===== src/rtl/cpu_pkg.sv =====
// Shared types and encodings for the multicycle RV32I core: ALU ops, FSM states,
// opcode/funct constants and the funct3/funct7 -> ALU op decode helper.
package cpu_pkg;

  typedef enum logic [3:0] {
    ADD, SUB, AND, OR, XOR, SLL, SRL, SRA, SLT, SLTU
  } alu_op_t;

  typedef enum logic [2:0] {
    IDLE, FETCH, DECODE, EXECUTE, WRITEBACK, HALT
  } cpu_state_t;

  localparam logic [6:0] OP     = 7'b0110011;
  localparam logic [6:0] OP_IMM = 7'b0010011;
  localparam logic [6:0] BRANCH = 7'b1100011;
  localparam logic [6:0] SYSTEM = 7'b1110011;

  localparam logic [2:0] F3_ADD  = 3'b000;
  localparam logic [2:0] F3_SLL  = 3'b001;
  localparam logic [2:0] F3_SLT  = 3'b010;
  localparam logic [2:0] F3_SLTU = 3'b011;
  localparam logic [2:0] F3_XOR  = 3'b100;
  localparam logic [2:0] F3_SR   = 3'b101;
  localparam logic [2:0] F3_OR   = 3'b110;
  localparam logic [2:0] F3_AND  = 3'b111;

  localparam logic [2:0] F3_BEQ  = 3'b000;
  localparam logic [2:0] F3_BNE  = 3'b001;
  localparam logic [2:0] F3_BLT  = 3'b100;
  localparam logic [2:0] F3_BGE  = 3'b101;
  localparam logic [2:0] F3_BLTU = 3'b110;
  localparam logic [2:0] F3_BGEU = 3'b111;

  localparam logic [6:0] F7_BASE = 7'b0000000;
  localparam logic [6:0] F7_ALT  = 7'b0100000;

  // funct7[5] selects SUB only for register-register ops; ADDI never subtracts.
  function automatic alu_op_t decode_alu_op(input logic [6:0] opcode,
                                            input logic [2:0] funct3,
                                            input logic       alt);
    alu_op_t op;
    case (funct3)
      F3_ADD:  op = (opcode == OP && alt) ? SUB : ADD;
      F3_SLL:  op = SLL;
      F3_SLT:  op = SLT;
      F3_SLTU: op = SLTU;
      F3_XOR:  op = XOR;
      F3_SR:   op = alt ? SRA : SRL;
      F3_OR:   op = OR;
      default: op = AND;
    endcase
    return op;
  endfunction

endpackage


===== src/rtl/cpu_alu.sv =====
// Combinational integer ALU; shift amount is the low five bits of operand b.
module cpu_alu
  import cpu_pkg::*;
#(
  parameter int XLEN = 32
) (
  input  alu_op_t         op,
  input  logic [XLEN-1:0] a,
  input  logic [XLEN-1:0] b,
  output logic [XLEN-1:0] y
);

  logic [4:0] shamt;
  assign shamt = b[4:0];

  always_comb begin
    y = '0;
    case (op)
      ADD:     y = a + b;
      SUB:     y = a - b;
      AND:     y = a & b;
      OR:      y = a | b;
      XOR:     y = a ^ b;
      SLL:     y = a << shamt;
      SRL:     y = a >> shamt;
      SRA:     y = $signed(a) >>> shamt;
      SLT:     y = {{(XLEN-1){1'b0}}, ($signed(a) < $signed(b))};
      SLTU:    y = {{(XLEN-1){1'b0}}, (a < b)};
      default: y = '0;
    endcase
  end

endmodule


===== src/rtl/multicycle_cpu.sv =====
// Multi-cycle RV32I integer core (FETCH/DECODE/EXECUTE/WRITEBACK) with loadable imem.
// Define CPU_BRANCH_EN to add BEQ/BNE/BLT/BGE/BLTU/BGEU; otherwise branches halt the core.
module multicycle_cpu
  import cpu_pkg::*;
#(
  parameter int              XLEN       = 32,
  parameter int              NUM_REGS   = 32,
  parameter int              IMEM_DEPTH = 32,
  parameter logic [XLEN-1:0] RESET_PC   = '0
) (
  input  logic                          clk,
  input  logic                          reset_n,
  input  logic                          imem_we,
  input  logic [$clog2(IMEM_DEPTH)-1:0] imem_waddr,
  input  logic [31:0]                   imem_wdata,
  input  logic                          run,
  output logic                          busy,
  output logic                          halted,
  output logic                          retire_valid,
  output logic [XLEN-1:0]               retire_pc,
  output logic [4:0]                    retire_rd,
  output logic [XLEN-1:0]               retire_data,
  output logic [XLEN-1:0]               pc_out,
  input  logic [4:0]                    dbg_raddr,
  output logic [XLEN-1:0]               dbg_rdata
);

  localparam int IAW = $clog2(IMEM_DEPTH);
  localparam int RAW = $clog2(NUM_REGS);

  cpu_state_t      state_reg, state_next;
  logic [XLEN-1:0] pc_reg, a_reg, b_reg, imm_reg, alu_out_reg;
  logic [31:0]     ir_reg;
  logic [XLEN-1:0] regs_reg [NUM_REGS];
  logic [31:0]     imem [IMEM_DEPTH];

  logic            retire_valid_reg;
  logic [XLEN-1:0] retire_pc_reg, retire_data_reg;
  logic [4:0]      retire_rd_reg;

  logic [6:0]      opcode, funct7;
  logic [2:0]      funct3;
  logic [RAW-1:0]  rd_idx, rs1_idx, rs2_idx;
  logic [XLEN-1:0] imm_i, alu_b, alu_y, pc_seq, pc_wb;
  alu_op_t         alu_op;
  logic            illegal, writes_rd, rf_we;

  assign opcode  = ir_reg[6:0];
  assign funct3  = ir_reg[14:12];
  assign funct7  = ir_reg[31:25];
  assign rd_idx  = ir_reg[7 +: RAW];
  assign rs1_idx = ir_reg[15 +: RAW];
  assign rs2_idx = ir_reg[20 +: RAW];
  assign imm_i   = {{(XLEN-12){ir_reg[31]}}, ir_reg[31:20]};
  assign alu_op  = decode_alu_op(opcode, funct3, funct7[5]);
  assign alu_b   = (opcode == OP) ? b_reg : imm_reg;

  // Only OP/OP_IMM write rd; rd==x0 is treated as "no destination".
  assign writes_rd = (opcode == OP || opcode == OP_IMM) && (rd_idx != '0);
  assign rf_we     = (state_reg == WRITEBACK) && writes_rd;
  assign pc_seq    = pc_reg + XLEN'(4);

  // Anything not explicitly decoded (including ECALL/EBREAK and zero words) halts.
  always_comb begin
    illegal = 1'b1;
    case (opcode)
      OP:      illegal = !((funct7 == F7_BASE) ||
                           (funct7 == F7_ALT && (funct3 == F3_ADD || funct3 == F3_SR)));
      OP_IMM: begin
        case (funct3)
          F3_SLL:  illegal = (funct7 != F7_BASE);
          F3_SR:   illegal = !(funct7 == F7_BASE || funct7 == F7_ALT);
          default: illegal = 1'b0;
        endcase
      end
`ifdef CPU_BRANCH_EN
      BRANCH:  illegal = (funct3 == 3'b010) || (funct3 == 3'b011);
`endif
      default: illegal = 1'b1;
    endcase
  end

  cpu_alu #(.XLEN(XLEN)) u_alu (
    .op (alu_op),
    .a  (a_reg),
    .b  (alu_b),
    .y  (alu_y)
  );

`ifdef CPU_BRANCH_EN
  logic [XLEN-1:0] imm_b, target_reg;
  logic            branch_cond, taken_reg;

  assign imm_b = {{(XLEN-13){ir_reg[31]}}, ir_reg[31], ir_reg[7],
                  ir_reg[30:25], ir_reg[11:8], 1'b0};

  always_comb begin
    case (funct3)
      F3_BEQ:  branch_cond = (a_reg == b_reg);
      F3_BNE:  branch_cond = (a_reg != b_reg);
      F3_BLT:  branch_cond = ($signed(a_reg) < $signed(b_reg));
      F3_BGE:  branch_cond = ($signed(a_reg) >= $signed(b_reg));
      F3_BLTU: branch_cond = (a_reg < b_reg);
      F3_BGEU: branch_cond = (a_reg >= b_reg);
      default: branch_cond = 1'b0;
    endcase
  end

  always_ff @(posedge clk) begin
    if (!reset_n) begin
      taken_reg  <= 1'b0;
      target_reg <= '0;
    end else if (state_reg == EXECUTE) begin
      taken_reg  <= (opcode == BRANCH) && branch_cond;
      target_reg <= pc_reg + imm_b;
    end
  end

  assign pc_wb = taken_reg ? target_reg : pc_seq;
`else
  assign pc_wb = pc_seq;
`endif

  always_ff @(posedge clk) begin
    if (!reset_n) state_reg <= IDLE;
    else          state_reg <= state_next;
  end

  always_comb begin
    state_next = state_reg;
    case (state_reg)
      IDLE:      if (run) state_next = FETCH;
      FETCH:     state_next = DECODE;
      DECODE:    state_next = illegal ? HALT : EXECUTE;
      EXECUTE:   state_next = WRITEBACK;
      WRITEBACK: state_next = FETCH;
      HALT:      state_next = HALT;
      default:   state_next = IDLE;
    endcase
  end

  always_comb begin
    busy   = (state_reg != IDLE) && (state_reg != HALT);
    halted = (state_reg == HALT);
  end

  // imem survives reset; writes land only while the core is idle.
  always_ff @(posedge clk) begin
    if (imem_we && state_reg == IDLE) imem[imem_waddr] <= imem_wdata;
  end

  always_ff @(posedge clk) begin
    if (!reset_n) begin
      for (int i = 0; i < NUM_REGS; i++) regs_reg[i] <= '0;
    end else if (rf_we) begin
      regs_reg[rd_idx] <= alu_out_reg;
    end
  end

  always_ff @(posedge clk) begin
    if (!reset_n) begin
      pc_reg           <= RESET_PC;
      ir_reg           <= '0;
      a_reg            <= '0;
      b_reg            <= '0;
      imm_reg          <= '0;
      alu_out_reg      <= '0;
      retire_valid_reg <= 1'b0;
      retire_pc_reg    <= '0;
      retire_rd_reg    <= '0;
      retire_data_reg  <= '0;
    end else begin
      retire_valid_reg <= 1'b0;
      case (state_reg)
        FETCH:   ir_reg <= imem[pc_reg[IAW+1:2]];
        DECODE: begin
          a_reg   <= regs_reg[rs1_idx];
          b_reg   <= regs_reg[rs2_idx];
          imm_reg <= imm_i;
        end
        EXECUTE: alu_out_reg <= alu_y;
        WRITEBACK: begin
          pc_reg           <= pc_wb;
          retire_valid_reg <= 1'b1;
          retire_pc_reg    <= pc_reg;
          retire_rd_reg    <= writes_rd ? 5'(rd_idx) : 5'd0;
          retire_data_reg  <= writes_rd ? alu_out_reg : '0;
        end
        default: ;
      endcase
    end
  end

  assign retire_valid = retire_valid_reg;
  assign retire_pc    = retire_pc_reg;
  assign retire_rd    = retire_rd_reg;
  assign retire_data  = retire_data_reg;
  assign pc_out       = pc_reg;
  assign dbg_rdata    = (dbg_raddr[RAW-1:0] == '0) ? '0 : regs_reg[dbg_raddr[RAW-1:0]];

endmodule


===== config.mk =====
export PLATFORM = sky130hd
export DESIGN_NAME = multicycle_cpu
export DESIGN_NICKNAME = d
export VERILOG_FILES = /design/src/rtl/cpu_pkg.sv /design/src/rtl/cpu_alu.sv /design/src/rtl/multicycle_cpu.sv
export SDC_FILE = /design/constraint.sdc
export NUM_CORES = 2
export LEC_CHECK = 0
export CORE_MARGIN = 1.5
export CORE_UTILIZATION = 30
export CTS_BUF_LIST = sky130_fd_sc_hd__clkbuf_16
export CTS_CLUSTER_SIZE = 10
export DETAILED_ROUTE_END_ITERATION = 12
export PLACE_DENSITY = 0.55
export SLEW_MARGIN = 20
export SYNTH_ARGS = -nofsm -noshare
export SYNTH_HDL_FRONTEND = slang
export SYNTH_HIERARCHICAL = 1
export SYNTH_SLANG_ARGS = --single-unit

===== constraint.sdc =====
create_clock -name clk -period 5.34 [get_ports clk]
set_clock_uncertainty 0.05 [all_clocks]
set_input_delay 0.801 -clock clk [delete_from_list [all_inputs] [get_ports clk]]
set_output_delay 0.801 -clock clk [all_outputs]
set_load 0.01 [all_outputs]

==> impl_metrics.tcl <==
set metrics [dict create \
    status "completed" \
    period_share 0.962 \
    synth_edf_count 2048 \
    setup_viol 0 \
    arrival_ps 5840 \
    required_ps 6040 \
    report.final.hold_viol_count 0 \
    wl_met1_um 182000 \
    grt_overflow 0 \
    ff2ff_path_depth 18 \
    cap_viol_max_count 0 \
    core_um2 390000 \
    routed.top_layer "met5" \
    ir_drop_mv 0.407 \
    fp.dieW_um 630 \
    ys_seq_area_frac 0.563 \
    syn_avg_cell_area_um2 14.8 \
    async_flop_share 0 \
    drc_errors 0 \
    worstPathMaxFanout 9 \
    r2r_start "ir_reg[2]" \
    synth_ff_type "edfxtp_1" \
    dp.cells 13000 \
    path_depth 18 \
    max_stage_delay_ps 510 \
    synth_common_cells "edfxtp_1 (2048), mux4_2 (1062), and2_1 (1001), clkbuf_1 (463), nand2_1 (378)" \
    dieArea_um2 396000 \
    cts_made_buffers 283 \
    cts-resized-gates 1 \
    path_class "flop to flop" \
    vias_per_cell 5.97 \
    path_delay_family "compound AO/OA/AOI/OAI gates" \
    slew_viol_final 0 \
    place_congestion 0.976 \
    ys_seq_elements 2289 \
    drt_iter0_markers 12600 \
    cts-root-buf "clkbuf_16" \
    cpMaxStageDelayCell "a2111oi_4" \
    fin_crit_ps 5130 \
    synth.most_common_cell "edfxtp_1" \
    end_kind "flop" \
    rsz0062_at_grt "false" \
    holdPathEnd "state_reg[2]" \
    path_buf_inv 2 \
    worstMarginPinSlew_ps 1310 \
    nets 8272 \
    initial_utilization 0.302 \
    die_h_um 630 \
    num_io_pins 182 \
    routed_wl_um 488000 \
    hp-class "primary input to flop" \
    vias 80900 \
    slew_headroom 0.126 \
    netlist_area_um2 118000 \
    synthCells 7943 \
    min_path_cells 2 \
    post-cts-setup-buffer-count 0 \
    setup-tns-final_ps 0 \
    yosysWarnings 6 \
    reg2reg_to "alu_out_reg[31]" \
    drtPass1Iterations 6 \
    clkLatencyLatePin_ps 960 \
    post_drt_wl_per_cell_um 36.0 \
    row_count 229 \
    wl_met3_um 57500 \
    hpwl_um 307000 \
    fillerInstances 37000 \
    clock_path_buffers 4 \
    power_leakage_nw 44.3 \
    crit_chain "nor4b_1 > and3_1 > and2_2 > buf_4 > mux2_2 > buf_4 > ha_1 > a211oi_2 > o21ai_1 > a2111oi_4 > nor4b_1 > o21a_1 > a2111o_1 > a211o_1 > nand3_2 > nand3_1 > nand2_1 > a21oi_1" \
    first_global_vias 78700 \
    instances_no_fill 13500 \
    fmax_mhz 195 \
    cts_hold_buf 0 \
    synth_area_leaders "edfxtp_1 (52%), mux4_2 (20%), and2_1 (5.3%)" \
    grt_antenna_before_repair 69 \
    clk_pin_slew_ps 60 \
    cts_tree "built" \
    synth_top_area_cell "edfxtp_1" \
    clkSinkCount 2289 \
    synth_cell_types 99 \
    drive_gt1_frac 0.248 \
    drt.antenna.violating_nets 0 \
    grt_pass1_wl_um 664000 \
    detailroute.wirelength.met2_um 221000 \
    powerDensity_nw_per_um2 310 \
    yosys.area.top_type_share 0.522 \
    portBuffers 177 \
    hp-start "reset_n" \
    cts-htree-levels 5 \
    start_kind "flop" \
    syn_to_final_growth_pct 16.0 \
    reg2reg_slack_ps 210 \
    grt_max_degree 106 \
    grtUsageTotal 0.239 \
]
[placed cells by master, fill, tap and decap left out, drive strengths merged, types with 39 or more instances in the layout]
master | Yosys | layout
a22o | 63 | 63
a211oi | 69 | 69
ha | 99 | 99
a22oi | 140 | 140
o21ai | 215 | 215
a21oi | 328 | 328
edfxtp | 2048 | 2048
dfxtp | 241 | 241
and2 | 1001 | 1001
nor2 | 346 | 346
mux4 | 1062 | 1062
clkbuf | 487 | 288
o221ai | 66 | 66
o22ai | 61 | 61
buf | 254 | 453
mux2i | 258 | 258
nand2 | 378 | 378
clkdlybuf4s50 | 0 | 150
inv | 136 | 275
o21a | 39 | 39
nand3 | 49 | 49
nor3 | 84 | 84
clkinv | 1 | 40
o211ai | 46 | 46
nor2b | 64 | 64
xnor2 | 40 | 40
[layout make-up]
cell class                 instances  area (µm²)  share of cell area
sequential                      2289       66400               0.486
inverter                         137         522             0.00382
tap                             5197        6500              0.0476
clock inverter                   187        1130             0.00829
antenna                           32        80.1            0.000586
timing repair buffer             603        5910              0.0432
clock buffer                     288        7210              0.0527
multi-input combinational       4811       48900               0.358
[metrics by stage]
stage          worst slack, ps  hold slack (ps)  utilization  instance area, µm²  power [mW]
2_1_floorplan              112              382            -              118000        22.9
3_3_place_gp              -101              393        0.329              128000        24.8
3_5_place_dp             -43.7              396        0.329              128000        24.8
4_1_cts                    144              153        0.350              137000        42.5
5_1_grt                   15.9              202        0.350              137000        43.3
6_report                   206              221        0.351              137000        42.4
[layer usage]
metal | track usage | vias to the layer above
met2 | 0.371 | 5712
met3 | 0.0694 | 1224
met5 | 0 | -
met1 | 0.306 | 42300
met4 | 0.119 | 42
li1 | - | 31600
[worst register-to-register path, delay by kind of cell (launching register included)]
family          cells  cell delay [ps]
compound gates      7             2160
mux                 1              370
simple gates        7             1430
buf+inv             2              410
fa+ha+maj           1              270
flops               1              310
[cell families (layout without fill, tap and decap cells)]
group,Yosys count,after routing,synth area share
AOI/OAI and AO/OA,1233,1233,0.0696
xor gates and xnor gates,48,48,0.00357
adders and majority gates,101,101,0.0109
buffers and inverters,878,1215,0.0311
DFF,2289,2289,0.563
muxes,1338,1338,0.227
other,1,68,0.0000318
and+or+nand+nor,2055,2055,0.0950
[power breakdown]
part           switching, mW  internal (mW)  leakage [nW]
clock                   7.87           9.95          4.51
combinational           2.54           1.71          18.1
sequential             0.419           19.9          21.7
[worst max path at each step]
stage	from	to	slack, ps
detailed placement	ir_reg[4]	alu_out_reg[27]	-40
global route	ir_reg[2]	alu_out_reg[28]	20
global placement	ir_reg[4]	alu_out_reg[27]	-100
CTS	ir_reg[2]	alu_out_reg[31]	140
finish	ir_reg[2]	alu_out_reg[31]	210
floorplan	ir_reg[2]	alu_out_reg[31]	110
No activity file was read; power rests on OpenSTA's default activity.
